==> src/rtl/vpp_scan_ctrl.sv <==
// vpp_scan_ctrl: multi-channel peak-to-peak scheduler.
// Time-shares one min/max tracker across CH_NUM analog channels. For each
// enabled channel it selects the analog mux, discards SETTLE samples, then
// tracks max/min over POINTS samples. The results go to a per-channel bank
// that the host reads through a registered port. A start/busy/done handshake
// and a sticky irq line report scan completion.
// Optional feature macro: VPP_SCAN_CONT_EN adds input 'cont'. When it is set,
// a finished scan restarts at once with the same latched mask.
module vpp_scan_ctrl #(
  parameter int DATA_W = 12,
  parameter int CH_NUM = 4,
  parameter int CH_W   = 2,
  parameter int POINTS = 200,
  parameter int SETTLE = 8
) (
  input  logic              clk_fs,
  input  logic              rst_n,
  input  logic              start,
  input  logic [CH_NUM-1:0] ch_mask,
  input  logic [DATA_W-1:0] data_u,
`ifdef VPP_SCAN_CONT_EN
  input  logic              cont,
`endif
  input  logic              irq_clr,
  input  logic [CH_W-1:0]   rd_ch,
  output logic [CH_W-1:0]   ch_sel,
  output logic              busy,
  output logic              done,
  output logic              irq,
  output logic [DATA_W-1:0] rd_max,
  output logic [DATA_W-1:0] rd_min,
  output logic [DATA_W-1:0] rd_vpp
);

  typedef enum logic [2:0] {
    S_IDLE,
    S_SCAN,
    S_SETTLE,
    S_MEAS,
    S_STORE
  } state_t;

  // One counter serves both the settle phase and the measurement window.
  localparam int CNT_MAX = (POINTS > SETTLE) ? POINTS : SETTLE;
  localparam int CNT_W   = (CNT_MAX > 1) ? $clog2(CNT_MAX) : 1;

  localparam logic [CH_W-1:0]  LAST_IDX    = CH_W'(CH_NUM - 1);
  localparam logic [CNT_W-1:0] SETTLE_LAST = CNT_W'(SETTLE - 1);
  localparam logic [CNT_W-1:0] POINTS_LAST = CNT_W'(POINTS - 1);

  state_t              r_state;
  state_t              w_next;
  logic [CH_NUM-1:0]   r_mask;
  logic [CH_W-1:0]     r_idx;
  logic [CNT_W-1:0]    r_cnt;
  logic [DATA_W-1:0]   r_max;
  logic [DATA_W-1:0]   r_min;
  logic [CH_W-1:0]     r_ch_sel;
  logic                r_busy;
  logic                r_done;
  logic                r_irq;
  logic [DATA_W-1:0]   r_bank_max [CH_NUM];
  logic [DATA_W-1:0]   r_bank_min [CH_NUM];
  logic [DATA_W-1:0]   r_bank_vpp [CH_NUM];
  logic [DATA_W-1:0]   r_rd_max;
  logic [DATA_W-1:0]   r_rd_min;
  logic [DATA_W-1:0]   r_rd_vpp;

  // Control strobes produced by the next-state logic.
  logic w_accept;   // start accepted in IDLE
  logic w_sel;      // enabled channel found: drive mux, begin settling
  logic w_adv;      // move on to the next channel index
  logic w_cnt_clr;  // restart the phase counter
  logic w_store;    // write the tracked result into the bank
  logic w_finish;   // scan complete
  logic w_restart;  // scan complete and continuous mode keeps going
  logic w_cont;

`ifdef VPP_SCAN_CONT_EN
  assign w_cont = cont;
`else
  assign w_cont = 1'b0;
`endif

  // State register.
  // NOTE: sequential state uses non-blocking assignments so every flop samples
  // pre-edge values and no result depends on the order of always blocks.
  always_ff @(posedge clk_fs or negedge rst_n) begin
    if (!rst_n) r_state <= S_IDLE;
    else        r_state <= w_next;
  end

  // Next-state decode and per-cycle control strobes.
  always_comb begin
    // NOTE: every signal gets a default first; a path that leaves one
    // unassigned would infer a latch.
    w_next    = r_state;
    w_accept  = 1'b0;
    w_sel     = 1'b0;
    w_adv     = 1'b0;
    w_cnt_clr = 1'b0;
    w_store   = 1'b0;
    w_finish  = 1'b0;
    case (r_state)
      S_IDLE: begin
        if (start) begin
          w_accept = 1'b1;
          w_next   = S_SCAN;
        end
      end
      S_SCAN: begin
        if (r_mask[r_idx]) begin
          w_sel     = 1'b1;
          w_cnt_clr = 1'b1;
          w_next    = S_SETTLE;
        end else if (r_idx == LAST_IDX) begin
          w_finish = 1'b1;
        end else begin
          w_adv = 1'b1;
        end
      end
      S_SETTLE: begin
        if (r_cnt == SETTLE_LAST) begin
          w_cnt_clr = 1'b1;
          w_next    = S_MEAS;
        end
      end
      S_MEAS: begin
        if (r_cnt == POINTS_LAST) begin
          w_cnt_clr = 1'b1;
          w_next    = S_STORE;
        end
      end
      S_STORE: begin
        w_store = 1'b1;
        if (r_idx == LAST_IDX) begin
          w_finish = 1'b1;
        end else begin
          w_adv  = 1'b1;
          w_next = S_SCAN;
        end
      end
      default: w_next = S_IDLE;
    endcase
    if (w_finish) w_next = w_cont ? S_SCAN : S_IDLE;
  end

  assign w_restart = w_finish & w_cont;

  // Scan sequencing: latched mask, channel index, phase counter, mux select.
  always_ff @(posedge clk_fs or negedge rst_n) begin
    if (!rst_n) begin
      r_mask   <= '0;
      r_idx    <= '0;
      r_cnt    <= '0;
      r_ch_sel <= '0;
    end else begin
      if (w_accept) r_mask <= ch_mask;
      if (w_accept || w_restart) r_idx <= '0;
      else if (w_adv)            r_idx <= r_idx + 1'b1;
      if (w_cnt_clr)                                      r_cnt <= '0;
      else if (r_state == S_SETTLE || r_state == S_MEAS)  r_cnt <= r_cnt + 1'b1;
      if (w_sel) r_ch_sel <= r_idx;
    end
  end

  // Min/max tracker: the first window sample seeds both, later ones compare.
  always_ff @(posedge clk_fs or negedge rst_n) begin
    if (!rst_n) begin
      r_max <= '0;
      r_min <= '0;
    end else if (r_state == S_MEAS) begin
      if (r_cnt == '0) begin
        r_max <= data_u;
        r_min <= data_u;
      end else begin
        if (data_u > r_max) r_max <= data_u;
        if (data_u < r_min) r_min <= data_u;
      end
    end
  end

  // Handshake: busy across the scan, one-cycle done, sticky irq.
  // irq_clr outranks the set that comes with done.
  always_ff @(posedge clk_fs or negedge rst_n) begin
    if (!rst_n) begin
      r_busy <= 1'b0;
      r_done <= 1'b0;
      r_irq  <= 1'b0;
    end else begin
      r_done <= w_finish;
      if (w_accept)      r_busy <= 1'b1;
      else if (w_finish) r_busy <= w_cont;
      if (irq_clr || w_accept) r_irq <= 1'b0;
      else if (w_finish)       r_irq <= 1'b1;
    end
  end

  // Result bank; only STORE writes it, so masked-off channels keep old data.
  // NOTE: the bank is a small flop array that is reset on purpose, because the
  // host must read zeros after reset. Larger RAM-style storage would not be reset.
  always_ff @(posedge clk_fs or negedge rst_n) begin
    if (!rst_n) begin
      for (int i = 0; i < CH_NUM; i++) begin
        r_bank_max[i] <= '0;
        r_bank_min[i] <= '0;
        r_bank_vpp[i] <= '0;
      end
    end else if (w_store) begin
      r_bank_max[r_idx] <= r_max;
      r_bank_min[r_idx] <= r_min;
      r_bank_vpp[r_idx] <= r_max - r_min;
    end
  end

  // Registered read port. A same-cycle write is seen on the following read.
  always_ff @(posedge clk_fs or negedge rst_n) begin
    if (!rst_n) begin
      r_rd_max <= '0;
      r_rd_min <= '0;
      r_rd_vpp <= '0;
    end else begin
      r_rd_max <= r_bank_max[rd_ch];
      r_rd_min <= r_bank_min[rd_ch];
      r_rd_vpp <= r_bank_vpp[rd_ch];
    end
  end

  assign ch_sel = r_ch_sel;
  assign busy   = r_busy;
  assign done   = r_done;
  assign irq    = r_irq;
  assign rd_max = r_rd_max;
  assign rd_min = r_rd_min;
  assign rd_vpp = r_rd_vpp;

endmodule

==> config.mk <==
export PLATFORM = sky130hd
export DESIGN_NAME = vpp_scan_ctrl
export DESIGN_NICKNAME = d
export VERILOG_FILES = /design/src/rtl/vpp_scan_ctrl.sv
export SDC_FILE = /design/constraint.sdc
export NUM_CORES = 1
export LEC_CHECK = 0
export ABC_AREA = 1
export BUFFER_PORTS_ARGS = -buffer_cell sky130_fd_sc_hd__buf_2
export CORE_ASPECT_RATIO = 1.5
export CORE_MARGIN = 5
export CORE_UTILIZATION = 40
export CTS_BUF_LIST = sky130_fd_sc_hd__clkbuf_8
export CTS_CLUSTER_SIZE = 8
export DETAILED_ROUTE_END_ITERATION = 12
export PLACE_DENSITY_LB_ADDON = 0.15
export SLEW_MARGIN = 20
export SYNTH_ARGS = -nofsm -noshare
export SYNTH_HDL_FRONTEND = slang
export SYNTH_SLANG_ARGS = --single-unit
==> constraint.sdc <==
create_clock -name clk_fs -period 1.95 [get_ports clk_fs]
set_clock_uncertainty 0.1 [all_clocks]
set_input_delay 0.0975 -clock clk_fs [delete_from_list [all_inputs] [get_ports clk_fs]]
set_output_delay 0.0975 -clock clk_fs [all_outputs]
set_load 0.05 [all_outputs]
After elaboration in Yosys (flattened, before gate mapping)
Index checks and enable logic that the tools add are counted.
{"block": "classes", "n_addsub": 3, "n_lt_le_gt_ge": 6, "n_eq_ne": 12, "muxes": 49, "bitwise": 2, "reduce_logical": 14}
{"operator": "bitwise mux 48 bit", "n": 3}
{"operator": "two-way mux 12 bit", "n": 11}
{"operator": "binary-select mux 12 bit (select 2 bit)", "n": 3}
{"operator": "demux 12 bit (select 2 bit)", "n": 1}
{"operator": "two-way mux 3 bit", "n": 6}
{"operator": "two-way mux 1 bit", "n": 16}
{"operator": "two-way mux 8 bit", "n": 2}
{"operator": "!= test 3 bit (second input constant)", "n": 5}
{"operator": "case mux 3 bit (5 select lines)", "n": 1}
{"operator": "greater-than comparator 12 bit", "n": 1}
{"operator": "< comparator 12 bit", "n": 1}
{"operator": "nonzero test 2 bit", "n": 6}
{"operator": "subtractor 12 bit", "n": 1}
{"operator": "adder 8 x 1 -> 8 bit (second input constant)", "n": 1}
{"operator": "equality test 8 x 3 -> 1 bit (second input constant)", "n": 1}
{"operator": "equality test 8 bit (second input constant)", "n": 1}
{"operator": "logical NOT 8 bit", "n": 1}
{"operator": "equality test 3 x 2 -> 1 bit (second input constant)", "n": 2}
{"operator": ">= comparator 3 bit (second input constant)", "n": 2}
{"operator": "inverter 2 -> 3 bit", "n": 2}
{"operator": "AND reduction 5 bit", "n": 1}
{"operator": "two-way mux 2 bit", "n": 2}
{"operator": "case mux 1 bit (2 select lines)", "n": 2}
{"operator": "AND reduction 2 bit", "n": 2}
{"operator": "11 further kinds", "n": 12}
{"block": "totals", "ff_bits": 226, "inputBits": 22, "elab_cells": 111}

Logic depth before layout (Yosys ltp)
{"block": "logic_depth", "depth_word": 6, "ltp_mapped": 15, "mapped_depth_nobuf": 14}

Least setup slack after synthesis
No wires, ideal clock.
{"block": "synth_path", "path_type": "register to register", "from": "register r_max[0]", "to": "register r_bank_vpp[6] (netlist bit)", "setup_time_ps": 65, "arrival_ps": 1724, "required_time_ps": 1785, "path_slack_ps": 61, "path_stages_with_launch": 11, "n_path_buf": 0, "cell_sequence": "dfrtp_1 -> inv_1 -> ha_1 -> fa_1 -> inv_1 -> nand3_1 -> nand2_1 -> a21oi_1 -> xnor2_1 -> nand2_1 -> nand2_1"}
{"block": "synth_via", "elab_chain_len": 2}
{"item": "from (decl)", "line": "56", "source": "logic [DATA_W-1:0] r_max;"}
{"item": "from (signal assigned)", "line": "174", "source": "r_max <= data_u;"}
{"item": "from (signal assigned)", "line": "177", "source": "if (data_u > r_max) r_max <= data_u;"}
{"item": "subtractor 12 bit", "line": "212", "source": "r_bank_vpp[r_idx] <= r_max - r_min;"}
{"item": "bitwise mux 48 bit", "line": "212"}
{"item": "to (signal, indexed assignment)", "line": "212"}
{"item": "to (decl)", "line": "64", "source": "logic [DATA_W-1:0] r_bank_vpp [CH_NUM];"}
Every way passes these cells.
A chain may end at the register's enable or synchronous reset.

Final worst setup path
{"block": "layout_path", "from": "register r_min[2]", "to": "register r_bank_vpp[5] (netlist bit)"}
{"block": "layout_via", "elab_chain_len": 2}
{"item": "from (decl)", "line": "57", "source": "logic [DATA_W-1:0] r_min;"}
{"item": "from (signal assigned)", "line": "175", "source": "r_min <= data_u;"}
{"item": "from (signal assigned)", "line": "178", "source": "if (data_u < r_min) r_min <= data_u;"}
{"item": "subtractor 12 bit", "line": "212"}
{"item": "bitwise mux 48 bit", "line": "212"}
Every way passes these cells.

==> impl_metrics.json <==
{
  "outcome": "finished, final reports clean",
  "finalCritPeriodShare_pct": 96.5,
  "numCtsBuffers": 37,
  "p_per_area_mw_per_mm2": 1610,
  "crit_buf_inv": 2,
  "io_buffers": 62,
  "final-max-slew-violation-count": 0,
  "crit_start": "r_min[2]$_DFFE_PN0P_",
  "place_inst": 1600,
  "grt_first_pass_wirelength_mm": 45.1,
  "finalNonFillerCells": 1691,
  "ant_nets": 0,
  "overflow": 0,
  "cp_top_family": "flip-flops",
  "n_antenna_cell": 0,
  "worstPathArrival_ps": 2190,
  "drive_gt1_share_pct": 19.1,
  "syn_inst": 1192,
  "finalPower_mw": 20.3,
  "yosys_most_used_dff": "dfrtp_1",
  "dp.final_hpwl_mm": 19.0,
  "cts-root-buf": "clkbuf_8",
  "routabilityCongestion": 0.863,
  "pwr-share-clk_pct": 19.2,
  "combPwrFrac_pct": 44.9,
  "cp_cell_sequence": "inv_4 > ha_4 > nand2_1 > o21ai_4 > nand2_1 > nand2_2 > xnor2_1 > buf_4 > o21ai_0",
  "max_freq_mhz": 531,
  "crit_slowest_cell": "dfrtp_1",
  "syn_nets": 1255,
  "synth.area.top_cells": "dfrtp_1, nand2_1, o21ai_0",
  "antenna_found_initial": 0,
  "r2r-start": "r_min[2]$_DFFE_PN0P_",
  "synthArstFlopShare_pct": 100,
  "grt_pass1_vias": 8621,
  "clk_path_buf_depth": 3,
  "cpMostUsedCell": "nand2_1",
  "start_kind": "flip-flop",
  "swShare_pct": 41.4,
  "syn_area_per_cell_um2": 8.73,
  "end_kind": "flip-flop",
  "setup_viol": 0,
  "fin_area_mm2": 0.0127,
  "drtPass1Iterations": 4,
  "clkSlewWorstSetupHoldPaths_ps": 60,
  "htreeDepth": 2,
  "worstPathRequired_ps": 2260,
  "crit_fanout": 4,
  "core_area_mm2": 0.0258,
  "initial_core_util_pct": 40.4,
  "hold_slack_ps": 177,
  "setup_ws_ps": 68.0,
  "dpl_cell_area_mm2": 0.0115,
  "rsz0062_at_grt": "yes",
  "die_y_um": 207,
  "viasPerCell": 5.04,
  "rows": 72,
  "drtIter0Drc": 544,
  "clk_latency_ps": 550,
  "path_class": "reg2reg",
  "ys_seq_area_share_pct": 54.4,
  "synthesis.area_mm2": 0.0104,
  "period_minus_slack_ps": 1880,
  "grt_max_degree": 60,
  "intPower_mw": 11.9,
  "synth.top_cell.area_share_pct": 54.4,
  "peakVddDrop_mv": 0.790,
  "hold_path_startpoint": "ch_mask[0]",
  "max_slew_margin_pct": 68.1,
  "hold_violations": 0,
  "die_area_mm2": 0.0294,
  "p_sw_mw": 8.43,
  "area_growth_syn_to_layout_pct": 21.8,
  "grt_util_all_layers_pct": 19.1,
  "seqPwrFrac_pct": 36.0,
  "wirelength_mm": 27.8,
  "cap_violations": 0,
  "cts_tree": "done",
  "die_w_um": 142,
  "worst_pin_slew_ps": 479,
  "synth.distinct_cells": 37,
  "synth_common_cells": "nand2_1, dfrtp_1, o21ai_0",
  "pre_cts_ws_ps": -54.3,
  "yosys.cell_count.top_type": "nand2_1",
  "boundaryPins": 63,
  "synth_edf_count": 0,
  "synth_top_area_cell": "dfrtp_1",
  "routedWlPerCell_um": 16.4,
  "vias": 8522,
  "finish.net_count": 1398,
  "synth_warnings": 0,
  "hp-class": "in2reg",
  "drc": 0,
  "leakagePower_nw": 6.38,
  "clock_sinks": 226,
  "synth_seq_cells": 226,
  "slowest_delay_ps": 390
}
placed cells by master, fill, tap and decap left out, drive strengths merged, types with 2 or more instances in the layout:
cell / instances
ha: 40
dlygate4sd3: 23
nor2: 100
buf: 137
nand3: 63
xnor2: 5
inv: 98
clkbuf: 44
o22ai: 36
o21ai: 201
o21bai: 2
dfrtp: 226
nand2: 335
xor2: 7
a21oi: 19
nand4: 9
nor3: 3
worst register-to-register path: stages, from the launching register on:
cell,delay (ps)
dfrtp_1,390
inv_4,80
ha_4,290
nand2_1,100
o21ai_4,240
nand2_1,110
nand2_2,100
xnor2_1,120
buf_4,150
o21ai_0,70
final timing paths:
check	to	slack (ps)	cells after the start
worst min register to register	r_min[10]$_DFFE_PN0P_	370	2
worst max-delay path	r_bank_vpp[5]$_DFFE_PN0P_	70	9
worst min-delay path	r_mask[0]$_DFFE_PN0P_	180	4
worst max register to register	r_bank_vpp[5]$_DFFE_PN0P_	70	9
min in group asynchronous	r_bank_max[28]$_DFFE_PN0P_	510	3
max in group asynchronous	rd_vpp[9]$_DFF_PN0_	570	4
metal layers:
| metal | global-route usage [%] | wire length [µm] | part of all wire, % | vias to the layer above |
|---|---|---|---|---|
| met5 | 0 | 0 | 0 | - |
| met4 | 7.91 | 1070 | 3.8 | 0 |
| met3 | 3.04 | 935 | 3.4 | 49 |
| met2 | 33.9 | 14300 | 51 | 142 |
| met1 | 22.7 | 11500 | 41 | 4131 |
| li1 | - | - | - | 4200 |
power by group through the flow:
stage,Clock [mW],Sequential [mW],Combinational (mW)
after floorplan,0,7.89,4.70
after global placement,0,7.30,8.24
after detailed placement,0,7.34,8.33
after CTS,4.05,7.28,8.49
after global routing,4.24,7.52,10.2
final,3.90,7.32,9.13
state kept, by name (all words and copies together) (netlist names):
name and cells:
rd_max 12, ch_sel 2, r_idx 2, r_min 12
busy 1, rd_vpp 12, done 1, r_state 3
rd_min 12, r_mask 4, r_max 12, r_bank_vpp 48
r_bank_min 48, irq 1, r_cnt 8, r_bank_max 48
area by class of cell:
type | count | area [µm²]
clock buffer | 44 | 606
clock inverter | 18 | 81.3
fill | 2562 | 13100
inverter | 81 | 307
multi-input combinational | 829 | 4330
sequential | 226 | 5660
tap | 333 | 417
timing repair buffer | 160 | 1260
stage by stage:
step | util, % | TNS [ps]
after floorplan | - | 0
after global placement | 44.5 | -222
after detailed placement | 44.5 | -307
after CTS | 48.1 | 0
after global routing | 49.2 | -327
final | 49.2 | 0
cell families (layout without fill, tap and decap cells):
group	Yosys count	in the layout	share of synthesized area, %
simple gates	514	514	19.9
compound gates	262	262	13.5
fa+ha+maj	41	41	5.00
flops	226	226	54.4
buf+inv	137	303	6.21
xor+xnor	12	12	1.01
what timing repair did:
action,CTS,global route
endpoints found under the setup margin,17,65
hold buffers,23,0
buffers inserted,1,5
resized for setup,4,61
pin swaps,1,14
endpoints found under the hold margin,269,0
No activity file was read; power rests on OpenSTA's default activity.
